==> src/rtl/imem_boot_loader_if.sv <==
// Byte-stream, core-handoff and instruction-memory signals of the boot loader.
// The master side is the byte source plus core; the slave side is the loader.
interface imem_boot_loader_if;
    logic        start;
    logic [15:0] word_count;
    logic        byte_valid;
    logic [7:0]  byte_data;
    logic        byte_ready;
    logic [31:0] pc;
    logic [31:0] imem_A;
    logic [31:0] imem_WD;
    logic        imem_WE;
    logic        core_rst_n;
    logic        busy;
    logic        done;
    logic        error;

    modport master (
        output start, word_count, byte_valid, byte_data, pc,
        input  byte_ready, imem_A, imem_WD, imem_WE, core_rst_n, busy, done, error
    );

    modport slave (
        input  start, word_count, byte_valid, byte_data, pc,
        output byte_ready, imem_A, imem_WD, imem_WE, core_rst_n, busy, done, error
    );
endinterface

==> src/rtl/imem_boot_loader.sv <==
// Packs a little-endian byte stream into 32-bit words, writes them to instruction
// memory, then hands the address port to the core PC and releases core reset.
module imem_boot_loader #(
    parameter int unsigned DEPTH_WORDS = 64
) (
    input logic              clk,
    input logic              rst_n,
    imem_boot_loader_if.slave bus
);
    typedef enum logic [2:0] {IDLE, RECV, WRITE, RUN, ERROR} state_t;

    state_t      state;
    logic [15:0] cnt;
    logic [15:0] widx;
    logic [1:0]  bidx;
    logic [31:0] wbuf;

    always_ff @(posedge clk or negedge rst_n) begin
        if (!rst_n) begin
            state <= IDLE;
            cnt   <= '0;
            widx  <= '0;
            bidx  <= '0;
            wbuf  <= '0;
        end else begin
            case (state)
                IDLE, RUN, ERROR: begin
                    if (bus.start) begin
                        if (bus.word_count == 16'd0) begin
                            state <= RUN;
                        end else if (32'(bus.word_count) > DEPTH_WORDS) begin
                            state <= ERROR;
                        end else begin
                            cnt   <= bus.word_count;
                            widx  <= '0;
                            bidx  <= '0;
                            state <= RECV;
                        end
                    end
                end
                RECV: begin
                    // First byte of each word lands in the low lane.
                    if (bus.byte_valid) begin
                        wbuf[{bidx, 3'b000} +: 8] <= bus.byte_data;
                        bidx <= bidx + 2'd1;
                        if (bidx == 2'd3) state <= WRITE;
                    end
                end
                WRITE: begin
                    widx  <= widx + 16'd1;
                    state <= (widx + 16'd1 == cnt) ? RUN : RECV;
                end
                default: state <= IDLE;
            endcase
        end
    end

    // Address mux is the only non-Moore output: the core's PC passes straight through.
    assign bus.imem_A     = (state == RUN) ? bus.pc : {14'd0, widx, 2'b00};
    assign bus.imem_WD    = wbuf;
    assign bus.imem_WE    = (state == WRITE);
    assign bus.byte_ready = (state == RECV);
    assign bus.busy       = (state == RECV) || (state == WRITE);
    assign bus.done       = (state == RUN);
    assign bus.core_rst_n = (state == RUN);
    assign bus.error      = (state == ERROR);
endmodule

==> src/flat_wrapper.sv <==
// flat-port wrapper written by rule: the top's interface ports become plain ports
module imem_boot_loader_flat 
#(
    parameter int unsigned DEPTH_WORDS = 64
)
  (clk, rst_n, bus_start, bus_word_count, bus_byte_valid, bus_byte_data, bus_pc, bus_byte_ready, bus_imem_A, bus_imem_WD, bus_imem_WE, bus_core_rst_n, bus_busy, bus_done, bus_error);
  imem_boot_loader_if bus_i ();
  input logic clk;
  input logic rst_n;
  input wire logic [$bits(bus_i.start)-1:0] bus_start;
  input wire logic [$bits(bus_i.word_count)-1:0] bus_word_count;
  input wire logic [$bits(bus_i.byte_valid)-1:0] bus_byte_valid;
  input wire logic [$bits(bus_i.byte_data)-1:0] bus_byte_data;
  input wire logic [$bits(bus_i.pc)-1:0] bus_pc;
  output wire logic [$bits(bus_i.byte_ready)-1:0] bus_byte_ready;
  output wire logic [$bits(bus_i.imem_A)-1:0] bus_imem_A;
  output wire logic [$bits(bus_i.imem_WD)-1:0] bus_imem_WD;
  output wire logic [$bits(bus_i.imem_WE)-1:0] bus_imem_WE;
  output wire logic [$bits(bus_i.core_rst_n)-1:0] bus_core_rst_n;
  output wire logic [$bits(bus_i.busy)-1:0] bus_busy;
  output wire logic [$bits(bus_i.done)-1:0] bus_done;
  output wire logic [$bits(bus_i.error)-1:0] bus_error;
  assign bus_i.start = bus_start;
  assign bus_i.word_count = bus_word_count;
  assign bus_i.byte_valid = bus_byte_valid;
  assign bus_i.byte_data = bus_byte_data;
  assign bus_i.pc = bus_pc;
  assign bus_byte_ready = bus_i.byte_ready;
  assign bus_imem_A = bus_i.imem_A;
  assign bus_imem_WD = bus_i.imem_WD;
  assign bus_imem_WE = bus_i.imem_WE;
  assign bus_core_rst_n = bus_i.core_rst_n;
  assign bus_busy = bus_i.busy;
  assign bus_done = bus_i.done;
  assign bus_error = bus_i.error;
  imem_boot_loader #(.DEPTH_WORDS(DEPTH_WORDS)) u_core (.clk(clk), .rst_n(rst_n), .bus(bus_i));
endmodule
==> config.mk <==
export PLATFORM = sky130hd
export DESIGN_NAME = imem_boot_loader_flat
export DESIGN_NICKNAME = d
export VERILOG_FILES = /design/src/rtl/imem_boot_loader_if.sv /design/src/rtl/imem_boot_loader.sv /design/src/flat_wrapper.sv
export SDC_FILE = /design/constraint.sdc
export NUM_CORES = 1
export LEC_CHECK = 0
export BUFFER_PORTS_ARGS = -buffer_cell sky130_fd_sc_hd__buf_2
export CORE_AREA = 2 2 101 142
export CTS_CLUSTER_SIZE = 40
export DETAILED_ROUTE_END_ITERATION = 16
export DIE_AREA = 0 0 103 144
export HOLD_SLACK_MARGIN = 0.03
export SLEW_MARGIN = 20
export SYNTH_ARGS = -nofsm -noshare
export SYNTH_HDL_FRONTEND = slang
export SYNTH_SLANG_ARGS = --single-unit
export TNS_END_PERCENT = 10
==> constraint.sdc <==
create_clock -name clk -period 2.6 [get_ports clk]
set_input_delay 0.13 -clock clk [delete_from_list [all_inputs] [get_ports clk]]
set_output_delay 0.13 -clock clk [all_outputs]
set_load 0.05 [all_outputs]
======== Word-level counts from Yosys, hierarchy flattened ========
Index checks and enable logic that the tools add are counted.
storage, ports and cells
  register bits ........................... 69
  bits in latches ......................... 0
  RAM bits ................................ 0
  memory bits (read-only) ................. 0
  input bits .............................. 60
  output and inout port bits .............. 70
  word-level logic and storage cells ...... 53
  memories ................................ 0
cells by class
  add/sub/neg operators ................... 3
  $mul .................................... 0
  divide/modulo/power cells ............... 0
  $lt $le $gt $ge ......................... 1
  equal/unequal tests ..................... 11
  shift operators ......................... 2
  multiplexer cells ....................... 18
  bitwise gates (word level) .............. 2
  reduce and logical (&&, ||, !) cells .... 11
operator list
  operator                                               count
  two-way mux 16 bit                                     3
  bitwise mux 32 bit                                     1
  two-way mux 32 bit                                     1
  one-hot mux 16 bit (2 select lines)                    1
  variable shift 8 x 7 -> 32 bit (first input constant)  1
  variable part select 8 x 7 -> 32 bit                   1
  adder 16 x 1 -> 16 bit (second input constant)         1
  equality test 16 bit                                   1
  > comparator 16 x 7 -> 1 bit (second input constant)   1
  logical NOT 16 bit                                     1
  two-way mux 3 bit                                      5
  two-way mux 2 bit                                      5
  one-hot mux 3 bit (3 select lines)                     1
  inequality test 2 bit (second input constant)          4
  AND reduction 4 bit                                    2
  negation 5 -> 7 bit                                    1
  equality test 3 x 2 -> 1 bit (second input constant)   2
  AND reduction 5 bit                                    1
  one-hot mux 2 bit (2 select lines)                     1
  nonzero test 2 bit                                     2
  equality test 3 x 1 -> 1 bit (second input constant)   1
  equality test 3 bit (second input constant)            1
  logical NOT 3 bit                                      1
  AND reduction 3 bit                                    1
  other kinds (7)                                        8

======== Logic depth before layout (Yosys ltp) ========
Gate-level depths: netlist (run 1).
  word-level depth ........................ 5
  mapped depth ............................ 7

======== Worst setup path after synthesis (run 1) ========
OpenSTA, ideal clock, no wires.
  kind .................................... reg2out
  start point ............................. register u_core.state[2]
  end point ............................... output port bus_imem_A[3]
  arrival time ............................ 2,206 ps
  data required time ...................... 2,470 ps
  setup slack ............................. 264 ps
  cell stages (with the launch flop) ...... 5
  buffers on the path ..................... 1
  cell sequence ........................... dfrtp_1 -> nand2b_1 -> nor2_1 -> buf_1 -> o21ai_0
on the way
  cells in the longest elaborated chain, start to end .. 2
ends and longest elaborated chain
  what                          RTL line                source
  start, declared               imem_boot_loader.sv:12  state_t state;
  start signal, assigned        imem_boot_loader.sv:51  state <= (widx + 16'd1 == cnt) ? RUN : RECV;
  equality test 3 x 2 -> 1 bit  -
  net bus_core_rst_n            flat_wrapper.sv:19      output wire logic [$bits(bus_i.core_rst_n)-1:0] bus_core_rst_n;
  two-way mux 32 bit            imem_boot_loader.sv:59  assign bus.imem_A = (state == RUN) ? bus.pc : {14'd0, widx, 2'b00};
  end, declared                 flat_wrapper.sv:16      output wire logic [$bits(bus_i.imem_A)-1:0] bus_imem_A;
The timed path passes the listed nets, and every way through them passes these cells.

======== Worst setup path in the final report (run 1) ========
  start point ............................. register u_core.widx[0]
  end point ............................... register u_core.state[1]
on the way
  cells in the longest elaborated chain, start to end .. 4
ends and longest elaborated chain
  what                                RTL line                source
  start, declared                     imem_boot_loader.sv:14  logic [15:0] widx;
  start signal, assigned              imem_boot_loader.sv:50  widx <= widx + 16'd1;
  adder 16 x 1 -> 16 bit              imem_boot_loader.sv:51
  equality test 16 bit                imem_boot_loader.sv:51
  two-way mux 2 bit                   imem_boot_loader.sv:51
  one-hot mux 3 bit (3 select lines)  imem_boot_loader.sv:26  case (state)
Every way passes these cells.
A chain may end at the register's enable or synchronous reset.

==> flow_summary.toml, run 1 <==
[clock_network]
cts_made_buffers = 9
htreeDepth = 3
clk_path_buf_depth = 2
clkLatencyLatePin_ps = 330
cts_setup_buffers = 0
cts_tree = "yes"
ctsRootBufferMaster = "clkbuf_16"
cts.sinks = 69
clk_pin_slew_ps = 60

[floorplanning]
die_area_um2 = 14800
die_w_um = 103
ios = 130
rows = 51
die_y_um = 144
core_um2 = 13700
start_util_pct = 29.2

[grt]
grt_max_degree = 44
grt_pass1_vias = 3654
track_usage_pct = 15.2
antenna_found_initial = 1
overflow = 0
grt_first_pass_wirelength_mm = 17.5

[layout]
n_antenna_cell = 0
final_nets = 642
fill_cells = 1414
drive_gt1_share_pct = 34.7
synthToLayoutAreaGrowth_pct = 30.4

[synthesis]
ys_ff_latch = 69
synth_top_cell_area_share_pct = 43.3
synth-warning-count = 0
synth_area_um2 = 3990
synth_edf_count = 0
synth_area_per_cell_um2 = 9.04
synth_ff_type = "dfrtp_1"
synth_cells = 441
syn-num-nets = 508
synth_area_leaders = "dfrtp_1 (43%), nand2_1 (8.6%), mux2_2 (6.2%), o21ai_0 (5.4%), and3_1 (2.8%)"
yosysMostFrequentCell = "nand2_1"
ys_types = 56
synthTopCellsByCount = "nand2_1 (91), dfrtp_1 (69), o21ai_0 (43)"
ys_async_sr_fraction_pct = 100
yosysTopAreaCell = "dfrtp_1"
yosysSeqAreaShare_pct = 43.3

[worst_setup_path]
crit_fanout = 8
startpoint_type = "flop"
critPathKind = "flop to flop"
critPathCaptureType = "flop"
arrival_ps = 2630
worst_ep_required_time_ps = 2850

[sta]
finalSetupTns_ps = 0
finalHoldViolCount = 0
fin_crit_ps = 2380
finalMaxSlewViolations = 0
slew_headroom_pct = 36.7
fin_crit_sh_pct = 91.7
rsz0062_at_grt = "no"
fmax_mhz = 420
clock_skew_ps = 6.97
worst_hold_slack_ps = 46.9
finalSetupViolCount = 0
tightest_slew_ps = 949

[drt]
drt_first_pass_iters = 4
vias_per_cell = 4.90
antenna_left = 0
drt_wl_total_mm = 11.0
drt_iter0_drc = 138
wl_per_cell_um = 14.3
drc = 0
num_vias = 3745

[min_path]
hold_path.class = "primary input to flop"

[placement]
gp_congestion = 0.869
port_buffers = 129
dp_hpwl_mm = 8.41

[power]
leakagePower_nw = 2.58
vdd_ir_drop_max_mv = 0.643
cellPowerDensity_nw_per_um2 = 1060

[status]
outcome = "finished clean"

[flow_run]
maxCapViolCount = 0
## flip-flops by register name (all words and copies together), names as in the netlist
register            cells
u_core.state            3
u_core.bus.imem_WD     32
u_core.bidx             2
u_core.cnt             16
u_core.widx            16
## power by group
part | leakage (nW) | internal (mW) | switching (mW)
sequential | 0.939 | 1.33 | 0.315
clock | 0.158 | 0.863 | 0.462
combinational | 1.48 | 0.775 | 1.74
total | 2.58 | 2.97 | 2.52
## placed cells by master, fill, tap and decap left out, types with 9 or more instances in the layout
cell type | synthesis | routed
a21oi_1 | 13 | 13
mux2_2 | 22 | 22
and3_1 | 18 | 18
clkbuf_16 | 0 | 9
nand4_1 | 10 | 10
nor2_1 | 19 | 18
xor2_1 | 9 | 9
nor2b_1 | 11 | 11
xnor2_1 | 11 | 11
a31oi_1 | 9 | 9
o21ai_0 | 43 | 43
dfrtp_1 | 69 | 69
buf_4 | 3 | 17
buf_2 | 4 | 129
nor3_1 | 11 | 11
nand2_1 | 91 | 91
## path summary, 6_finish.rpt
path | startpoint | to | slack [ps] | cells past startpoint
min reg2reg | u_core.bus.imem_WD[30] | u_core.bus.imem_WD[30] | 480 | 2
max reg2reg | u_core.widx[0] | u_core.state[1] | 220 | 7
max | u_core.widx[0] | u_core.state[1] | 220 | 7
min in group asynchronous | rst_n | u_core.bus.imem_WD[29] | 490 | 2
max in group asynchronous | rst_n | u_core.state[2] | 1380 | 3
min | bus_word_count[1] | u_core.cnt[1] | 50 | 2
## logic make-up (layout without fill, tap and decap cells)
logic type / after synthesis / after routing / synth area share [%]
flip-flops: 69 / 69 / 43.3
AO/OA/AOI/OAI: 88 / 88 / 13.2
AND/OR/NAND/NOR: 200 / 200 / 26.0
adder cells (fa/ha/maj): 7 / 7 / 2.20
buffers and inverters: 32 / 171 / 3.98
multiplexers: 25 / 25 / 6.97
XOR/XNOR: 20 / 20 / 4.39
## area by class of cell
type                       instances  area [um2]  area share, %
sequential                        69        1730           33.2
clock buffer                      10         239           4.59
clock inverter                     6        86.3           1.66
tap                              185         231           4.45
multi-input combinational        340        2100           40.5
inverter                           8        30.0          0.577
timing repair buffer             147         783           15.1
## metal layers
metal	GRT usage [%]	up-vias	routed length (um)
met5	0	-	13
met4	7.34	2	317
met3	3.58	26	647
met2	27.9	130	5750
met1	16.1	1768	4240
li1	-	1819	-
## worst max-delay path, cell delays in order, from the launching register on
cell and delay [ps]:
dfrtp_1 460, ha_1 310, nand4_1 210, nor2_4 230, nand2_2 100, or3_1 420
a221o_1 350, o31ai_1 210
## per-stage QoR
stage	instance area (um2)	utilization, %	total power, mW	std cells	worst slack, ps
floorplan	3990	-	3.51	441	264
global placement	4870	35.6	4.15	748	356
detailed placement	4870	35.6	4.19	748	278
CTS	5200	38.1	5.54	765	193
global route	5200	38.1	5.83	765	56.1
finish	5200	38.1	5.49	765	216
## what timing repair did
action                                 4_1_cts  5_1_grt
endpoints found under the hold margin       40        0
gates resized for setup                      0        0
hold buffers                                 1        0
No activity file was read; power rests on OpenSTA's default activity.
==> run 2: changes to the inputs <==
- CELL_PAD_IN_SITES_DETAIL_PLACEMENT: unset -> 1
- CELL_PAD_IN_SITES_GLOBAL_PLACEMENT: unset -> 1
- PLACE_DENSITY_LB_ADDON: unset -> 0.1
- RECOVER_POWER: unset -> 25
==> flow_summary.toml, run 2 (synthesis results as in run 1) <==
[worst_setup_path]
crit_fanout = 8
startpoint_type = "flop"
reg2reg_from = "u_core.widx[0]"
worst_ep_required_time_ps = 2840
r2r_cells = 7
arrival_ps = 2590
crit_slowest_cell = "dfrtp_1"
cp_cell_sequence = "ha_1, nand4_1, nor2_4, nand2_2, or3_1, a221o_1, o31ai_1"
crit_path_start = "u_core.widx[0]"
r2r_slack_ps = 250
r2r_end = "u_core.state[1]"
critPathCaptureType = "flop"
critPathKind = "flop to flop"
slowest_delay_ps = 490

[sta]
finalSetupTns_ps = 0
finalMaxSlewViolations = 0
slew_headroom_pct = 1.21
tightest_slew_ps = 1480
fin_crit_sh_pct = 90.4
fmax_mhz = 425
fin_crit_ps = 2350
finalSetupViolCount = 0
finalHoldViolCount = 0
rsz0062_at_grt = "no"
clock_skew_ps = 8.79

[power]
pwr-share-clk_pct = 24.8
cellPowerDensity_nw_per_um2 = 1070
netSwitchingPower_mw = 2.59
p_seq_share_pct = 29.3
p_int_mw = 2.96
combPwrFrac_pct = 45.9
power_mw = 5.54
vdd_ir_drop_max_mv = 0.574
leakagePower_nw = 2.46
switching_share_pct = 46.7

[min_path]
min_path_cells = 2
hold_path.class = "primary input to flop"
hold_end = "u_core.cnt[0]"
hp-start = "bus_word_count[0]"

[placement]
port_buffers = 129
dp_hpwl_mm = 9.68
numPlacedInstances = 750
gp_congestion = 0.859

[drt]
antenna_left = 0
wl_per_cell_um = 16.4
drt_first_pass_iters = 4
num_vias = 3742
drc = 0
drt_wl_total_mm = 12.6
vias_per_cell = 4.88
drt_iter0_drc = 60

[clock_network]
clk_path_buf_depth = 2
clkLatencyLatePin_ps = 340
cts.sinks = 69
ctsRootBufferMaster = "clkbuf_16"
clk_pin_slew_ps = 60
cts_tree = "yes"
cts_made_buffers = 9
htreeDepth = 3

[layout]
final_common_cell = "buf_2"
final_nets = 644
fin_util_pct = 38.0
drive_gt1_share_pct = 29.6
synthToLayoutAreaGrowth_pct = 30.0
instances_no_fill = 767
final_cell_mix = "buf_2 (98), nand2_1 (91), dfrtp_1 (69)"
n_antenna_cell = 0
largest_reg_flops = 32

[floorplanning]
rows = 51
die_area_um2 = 14800
ios = 130
die_y_um = 144
die_w_um = 103
start_util_pct = 29.2
core_um2 = 13700

[grt]
grt_max_degree = 25
grt_pass1_vias = 3804
grt_first_pass_wirelength_mm = 20.2
track_usage_pct = 17.8
overflow = 0
antenna_found_initial = 0

[flow_run]
maxCapViolCount = 0

[status]
outcome = "finished clean"
-- run 2: critical path, delay by kind of cell (launching register included) --
kind                     cells  cell delay, ps
AND/OR/NAND/NOR              4             900
flip-flops                   1             490
adder cells (fa/ha/maj)      1             310
AO/OA/AOI/OAI                2             560
-- run 2: cell type report --
cell class                 count  area [um2]
multi-input combinational    340        2100
sequential                    69        1730
fill                        1678        8470
clock buffer                  10         239
timing repair buffer         149         759
clock inverter                 6        93.8
tap                          185         231
inverter                       8        30.0
-- run 2: power groups by stage --
| stage | Clock [mW] | Sequential [mW] | Combinational (mW) |
|---|---|---|---|
| floorplan | 0 | 1.99 | 1.52 |
| global placement | 0 | 1.63 | 2.58 |
| detailed placement | 0 | 1.64 | 2.62 |
| CTS | 1.43 | 1.62 | 2.63 |
| global route | 1.47 | 1.68 | 2.78 |
| finish | 1.37 | 1.63 | 2.54 |
-- run 2: through the flow --
step | cell area [um2] | hold slack [ps] | worst slack, ps
2_1_floorplan | 3990 | -166 | 264
3_3_place_gp | 4880 | 185 | 324
3_5_place_dp | 4880 | 191 | 261
4_1_cts | 5220 | 38.2 | 249
5_1_grt | 5180 | 62.6 | 114
6_report | 5180 | 53.2 | 250
-- run 2: worst max path at each step --
stage | slack (ps) | depth (start not counted) | end
after global placement | 320 | 7 | u_core.state[1]
after global routing | 110 | 7 | u_core.state[1]
after floorplan | 260 | 4 | bus_imem_A[3]
after CTS | 250 | 7 | u_core.state[1]
final | 250 | 7 | u_core.state[1]
after detailed placement | 260 | 7 | u_core.state[1]
-- run 2: timing repair --
action,CTS,global route
hold buffers,1,0
resized for setup,0,0
buffers inserted,0,0
endpoints found under the hold margin,22,0
-- run 2: routing by layer --
metal / up-vias / part of all wire (%) / track usage (%)
li1: 1827 / - / -
met1: 1813 / 42 / 21.1
met2: 90 / 52 / 31.7
met3: 12 / 4.1 / 3.67
met4: 0 / 1.5 / 5.82
met5: - / 0 / 0
==> run 3: changes to the inputs <==
- CAP_MARGIN: unset -> 20
- REMOVE_ABC_BUFFERS: unset -> 1
==> flow_summary.toml, run 3 (synthesis results as in run 1) <==
[power]
power_mw = 5.46
leakagePower_nw = 2.58
cellPowerDensity_nw_per_um2 = 1050
vdd_ir_drop_max_mv = 0.451

[worst_setup_path]
critPathCaptureType = "flop"
startpoint_type = "flop"
crit_path_start = "u_core.widx[0]"
arrival_ps = 2590
critPathKind = "flop to flop"
r2r_cells = 7
worst_ep_required_time_ps = 2830
r2r_end = "u_core.state[1]"
crit_fanout = 8
setup.worst_path.end = "u_core.state[1]"
reg2reg_from = "u_core.widx[0]"
r2r_slack_ps = 240

[placement]
gp_congestion = 0.780
port_buffers = 129
placed_area_um2 = 4890
dp_hpwl_mm = 9.82
numPlacedInstances = 751

[grt]
grtUsageMet2_pct = 34.5
grt_max_degree = 39
met3_usage_pct = 3.62
grt_first_pass_wirelength_mm = 20.7
track_usage_pct = 18.2
antenna_found_initial = 0
grt_most_used_layer = "met2"
overflow = 0
grt_pass1_vias = 3991
grtUsageMet1_pct = 19.4

[layout]
largest_reg_flops = 32
fin_util_pct = 38.0
final_common_cell = "buf_2"
final_cell_mix = "buf_2 (128), nand2_1 (91), dfrtp_1 (69)"
fill_cells = 1684
fin_area_um2 = 5190
drive_gt1_share_pct = 34.6
synthToLayoutAreaGrowth_pct = 30.2
n_antenna_cell = 0
instances_no_fill = 768
final_nets = 645

[clock_network]
cts.sinks = 69
ctsRootBufferMaster = "clkbuf_16"
ctsHoldBuffers = 1
cts_setup_buffers = 0
clk_path_buf_depth = 2
cts_tree = "yes"
htreeDepth = 3
clk_pin_slew_ps = 60
clkLatencyLatePin_ps = 330
cts_resized = 0
cts_made_buffers = 9

[floorplanning]
core_um2 = 13700
start_util_pct = 29.2
die_area_um2 = 14800
die_w_um = 103
rows = 51
ios = 130
die_y_um = 144

[sta]
finalSetupViolCount = 0
finalHoldViolCount = 0
clock_skew_ps = 9.03
finalMaxSlewViolations = 31
rsz0062_at_grt = "no"
fin_crit_sh_pct = 90.7
tightest_slew_ps = 1720
slew_headroom_pct = -14.9
fmax_mhz = 424
fin_crit_ps = 2360

[status]
outcome = "finished, violations left"
violations = "max-capacitance violations, max-slew violations"

[drt]
vias_per_cell = 4.96
drt_first_pass_iters = 4
wl_per_cell_um = 16.9
drt_iter0_drc = 109
drc = 0
num_vias = 3808
antenna_left = 0
drt_wl_total_mm = 13.0

[flow_run]
maxCapViolCount = 1

[min_path]
hold_path.class = "primary input to flop"
## run 3: cell count changes in the layout (fill, tap and decap cells not counted), sizes merged
cell | before | now
inv | 9 | 8
buf | 117 | 146
clkinv | 2 | 5
bufinv | 2 | 1
clkbuf | 41 | 12
## run 3: worst min path at each step
stage,start,cells after the start,end,slack [ps]
6_report,bus_word_count[3],2,u_core.cnt[3],60
5_1_grt,bus_word_count[3],2,u_core.cnt[3],50
4_1_cts,bus_word_count[3],2,u_core.cnt[3],40
3_5_place_dp,rst_n,1,u_core.widx[4],-80
3_3_place_gp,rst_n,1,u_core.widx[4],-80
2_1_floorplan,rst_n,0,u_core.bidx[0],-170
## run 3: power breakdown
group | leakage (nW) | switching (mW) | internal, mW
logic | 1.49 | 1.80 | 0.773
registers | 0.939 | 0.310 | 1.33
clock network | 0.146 | 0.498 | 0.746
## run 3: through the flow
| step | setup WS, ps | hold slack [ps] | setup TNS, ps |
|---|---|---|---|
| final | 243 | 56.4 | 0 |
| after global routing | 28.3 | 52.5 | 0 |
| after CTS | 241 | 41.7 | 0 |
| after detailed placement | 280 | -78.0 | 0 |
| after global placement | 357 | -76.7 | 0 |
| after floorplan | -1420 | -166 | -37970 |
## run 3: layout make-up
type / instances / area [um2] / area share [%]
clock inverter: 7 / 73.8 / 1.42
inverter: 8 / 30.0 / 0.579
multi-input combinational: 340 / 2100 / 40.5
sequential: 69 / 1730 / 33.3
timing repair buffer: 150 / 798 / 15.4
tap: 185 / 231 / 4.46
clock buffer: 9 / 225 / 4.34
## run 3: per-layer routing
metal  up-vias  share of wire [%]  routed length [um]
met1      1872                 38                4910
met3        27                3.8                 498
met4         0                3.0                 395
met2        89                 55                7180
li1       1820                  -                   -
met5         -                  0                   0
## run 3: critical path, stage by stage (launching register included)
cell     delay [ps]
dfrtp_1         480
ha_1            310
nand4_1         200
nor2_4          230
nand2_2          90
or3_1           370
a221o_1         350
o31ai_1         220
